==> src/rtl/vga_bw_simple.sv <==
// Monochrome VGA timing generator: free-running pixel/line counters, a bordered
// checkerboard pattern, and registered active-low syncs aligned with the video bit.
module vga_bw_simple #(
    parameter int H_VISIBLE  = 640,
    parameter int H_FRONT    = 16,
    parameter int H_SYNC     = 96,
    parameter int H_BACK     = 48,
    parameter int V_VISIBLE  = 480,
    parameter int V_FRONT    = 10,
    parameter int V_SYNC     = 2,
    parameter int V_BACK     = 33,
    parameter int CHECK_LOG2 = 5
) (
    input  logic clk_25mhz,
    input  logic reset,
    output logic hsync,
    output logic vsync,
    output logic video
);
    localparam int H_TOTAL = H_VISIBLE + H_FRONT + H_SYNC + H_BACK;
    localparam int V_TOTAL = V_VISIBLE + V_FRONT + V_SYNC + V_BACK;

    localparam logic [9:0] H_LAST   = 10'(H_TOTAL - 1);
    localparam logic [9:0] V_LAST   = 10'(V_TOTAL - 1);
    localparam logic [9:0] H_VIS    = 10'(H_VISIBLE);
    localparam logic [9:0] V_VIS    = 10'(V_VISIBLE);
    localparam logic [9:0] H_EDGE   = 10'(H_VISIBLE - 1);
    localparam logic [9:0] V_EDGE   = 10'(V_VISIBLE - 1);
    localparam logic [9:0] HS_START = 10'(H_VISIBLE + H_FRONT);
    localparam logic [9:0] HS_END   = 10'(H_VISIBLE + H_FRONT + H_SYNC);
    localparam logic [9:0] VS_START = 10'(V_VISIBLE + V_FRONT);
    localparam logic [9:0] VS_END   = 10'(V_VISIBLE + V_FRONT + V_SYNC);

    logic [9:0] h_cnt;
    logic [9:0] v_cnt;
    logic       visible;
    logic       border;
    logic       hsync_d;
    logic       vsync_d;
    logic       video_d;

    always_ff @(posedge clk_25mhz or negedge reset) begin
        if (!reset) begin
            h_cnt <= '0;
            v_cnt <= '0;
        end else if (h_cnt == H_LAST) begin
            h_cnt <= '0;
            v_cnt <= (v_cnt == V_LAST) ? '0 : v_cnt + 10'd1;
        end else begin
            h_cnt <= h_cnt + 10'd1;
        end
    end

    always_comb begin
        visible = (h_cnt < H_VIS) && (v_cnt < V_VIS);
        border  = (h_cnt == '0) || (h_cnt == H_EDGE) || (v_cnt == '0) || (v_cnt == V_EDGE);
        hsync_d = !((h_cnt >= HS_START) && (h_cnt < HS_END));
        vsync_d = !((v_cnt >= VS_START) && (v_cnt < VS_END));
        video_d = 1'b0;
        if (visible) begin
            video_d = border ? 1'b1 : (h_cnt[CHECK_LOG2] ^ v_cnt[CHECK_LOG2]);
        end
    end

    // Output register: all three outputs lag the counters by one clock together
    always_ff @(posedge clk_25mhz or negedge reset) begin
        if (!reset) begin
            hsync <= 1'b1;
            vsync <= 1'b1;
            video <= 1'b0;
        end else begin
            hsync <= hsync_d;
            vsync <= vsync_d;
            video <= video_d;
        end
    end

endmodule

==> config.mk <==
export PLATFORM = sky130hd
export DESIGN_NAME = vga_bw_simple
export DESIGN_NICKNAME = d
export VERILOG_FILES = /design/src/rtl/vga_bw_simple.sv
export SDC_FILE = /design/constraint.sdc
export NUM_CORES = 1
export LEC_CHECK = 0
export CORE_UTILIZATION = 62
export CTS_BUF_LIST = sky130_fd_sc_hd__clkbuf_8
export CTS_CLUSTER_SIZE = 10
export DETAILED_ROUTE_END_ITERATION = 10
export PLACE_DENSITY_LB_ADDON = 0.1
export RECOVER_POWER = 100
export SLEW_MARGIN = 10
export SYNTH_ARGS = -nofsm -noshare
export SYNTH_HDL_FRONTEND = slang
export SYNTH_SLANG_ARGS = --single-unit
==> constraint.sdc <==
create_clock -name clk_25mhz -period 1.97 [get_ports clk_25mhz]
set_input_delay 0.2955 -clock clk_25mhz [delete_from_list [all_inputs] [get_ports clk_25mhz]]
set_output_delay 0.2955 -clock clk_25mhz [all_outputs]
set_load 0.005 [all_outputs]
==> results.md, run 1 <==
- Initial antenna violation count: 0
- Min Clock Period, post-route: 1.77 ns
- Reg2reg end: v_cnt[0]$_DFFE_PN0N_
- Cell area after layout: 1370 µm²
- Crit Reg-Reg Startpoint: h_cnt[0]$_DFF_PN0_
- Sink Count: 23
- Largest net degree at the start of global routing: 14
- CTS tree: built
- Worst path cell trace: ha_1 -> and4_1 -> nor4b_4 -> clkbuf_2 -> nand3_1 -> nand2_1
- DP Area: 1340 µm²
- Row count: 16
- Hold Slack: 0.410 ns
- DRT iter0 DRCs: 39
- Post-synthesis sequential area ratio: 45.0%
- Mean Syn Cell Area: 9.73 µm²
- Yosys warns: 0
- Share of cells above drive strength 1: 8.09%
- Status: completed
- CTS Buf Count: 3
- Layout net count: 143
- Post-cts sizing count: 0
- Area leader, netlist: dfrtp_1
- R2R depth: 6
- DRT Pass-1 Iters: 4
- Critical path launch point type: register
- Power Dens Cells: 559 nW/µm²
- Max Buffers Root-to-Sink: 2
- Data required time of the critical path: 2.17 ns
- Clock transition at path regs: 0.08 ns
- Worst skew pair latency: 0.26 ns
- Synth-to-layout area growth: 6.43%
- Post-synth net total: 138
- Post-synth EDFFs: 0
- Syn Inst Count: 132
- FF-to-FF setup slack: 0.20 ns
- Main flop type after synthesis: dfrtp_1
- Ant. Diodes: 0
- Leak pwr: 0.000576 µW
- Fillers: 174
- Synth unique cells: 33
- Pins Over Slew Limit: 0
- Post-route ant nets: 0
- Initial Utilization: 65.5%
- CTS root buf: clkbuf_8
- Critical path arrival: 1.97 ns
- Hold WC Path Type: in2async
- Setup violators final: 0
- Top cells by area, synth: dfrtp_1 (41%), nand3_1 (6.2%), dfstp_2 (4.1%)
- RSZ-0062 raised after global routing: false
- Relative slew slack: 54.5%
- Max Cap Viol: 0
- Core area: 1960 µm²
- Critical path fanouts, max: 9
- Worst Tran Pin Value: 0.682 ns
- Port Buf Inserts: 4
- DR vias: 953
- Gp weighted congestion: 0.906
- Cts hold-fix bufs: 0
- DR WL/cell: 14.1 µm
- Yosys reg bits: 23
- Routed WL: 2290 µm
- Crit Path Class: reg2reg
- Worst Skew: 0.00675 ns
- Critical Path Sink Type: register
- Final setup TNS: 0 ns
- DR vias/cell: 5.85
- Vias in the first global route: 823
- Slowest CP cell: dfrtp_1
- Die Wd: 47.5 µm
- Die height: 47.5 µm
- Synth top area share: 40.9%
- Period utilization: 90.0%
- # DRC: 0
- Grt ovf: 0
- Maximum vdd drop: 463 µV
- Synth async-reset ratio: 100%
- Post-Syn Area: 1280 µm²
- Dpl hpwl: 1690 µm
- First-pass GRT wire length: 3660 µm
- H-tree Lvls: 1
- Die footprint: 2260 µm²
- Critical path startpoint: h_cnt[0]$_DFF_PN0_
- Fin. Hold Viols: 0
- Ports: 5
- Postcts setup bufs: 0
- CP peak stage delay: 0.41 ns
- Global Route Usage Sum: 22.9%
- F_max: 0.564 GHz
[state kept, by name (all words and copies together), names as in the netlist]
register and flops:
v_cnt 10, video 1, vsync 1, hsync 1, h_cnt 10
[routing by layer]
metal	up-vias	GRT usage, %	wire length, µm
li1	471	-	-
met3	5	4.15	75
met4	0	7.43	24
met2	22	33.4	1010
met5	-	0	0
met1	455	34.2	1180
[report_power, final]
part           internal (µW)  switching, µW
sequential               472              0
combinational           1.76           8.67
clock                    139            144
[layout by cell type, fill, tap and decap left out, types with 2 or more instances in the layout]
cell type	count
nor2b_1	2
nand3_2	2
nand2_1	9
xor2_1	5
nand4_1	3
or4_1	2
and3_1	5
dfstp_2	2
nand3_1	16
ha_1	4
a31oi_1	4
or3_1	2
a21oi_1	2
nor3_1	2
dfrtp_1	21
xnor2_1	6
inv_1	10
o21ai_0	7
nor2_1	11
clkbuf_8	3
dlygate4sd3_1	4
nor4b_1	2
[worst max-delay path, delay by kind of cell, from the launching register on]
kind | cells | cell delay, ns
buf+inv | 1 | 0.29
fa+ha+maj | 1 | 0.21
flops | 1 | 0.41
simple gates | 4 | 0.79
[worst max path at each step]
stage,depth (start not counted),slack [ns],to
2_1_floorplan,6,0.48,v_cnt[9]$_DFFE_PN0N_
3_3_place_gp,5,0.36,v_cnt[2]$_DFFE_PN0N_
3_5_place_dp,5,0.30,v_cnt[4]$_DFFE_PN0N_
4_1_cts,5,0.27,v_cnt[4]$_DFFE_PN0N_
5_1_grt,5,0.04,v_cnt[4]$_DFFE_PN0N_
6_report,6,0.20,v_cnt[0]$_DFFE_PN0N_
[layout make-up]
type / instances / area [µm²] / area share (%)
repair buffers: 6 / 48.8 / 3.57
clock inverters: 1 / 3.75 / 0.274
clock buffers: 3 / 41.3 / 3.02
multi-input cells: 94 / 628 / 45.9
inverters: 9 / 33.8 / 2.47
flip-flops and latches: 23 / 578 / 42.3
well taps: 27 / 33.8 / 2.47
[Yosys cell counts, drive strengths merged (2+ instances only)]
master   n
nand3   18
dfrtp   21
ha       4
xor2     5
or4      2
nor2b    2
nand4    3
a21oi    2
inv      9
nor2    11
nor3     2
or3      2
buf      6
and3     5
o21ai    7
nor4b    3
nand2    9
a31oi    4
dfstp    2
xnor2    6
[metrics by stage]
step	power (µW)	utilization, %	instances	setup slack, ns
2_1_floorplan	481	-	132	0.479
6_report	765	69.7	163	0.198
4_1_cts	773	70.5	163	0.272
3_5_place_dp	494	68.2	159	0.302
5_1_grt	791	69.7	163	0.0373
3_3_place_gp	493	68.2	159	0.359
[cells by family after synthesis]
group | share of synthesized area [%]
AO/OA/AOI/OAI | 8.18
XOR/XNOR | 7.50
adder cells (fa/ha/maj) | 3.89
buffers and inverters | 5.45
flip-flops | 45.0
multiplexers | 0.779
AND/OR/NAND/NOR | 29.2
Note: power is estimated with default switching activity, not from simulation.
==> inputs of run 2 (changes only) <==
- ABC_AREA: default -> 0
==> results of run 2 <==
No change in the layout: final DEF, timing and power equal those of run 1.
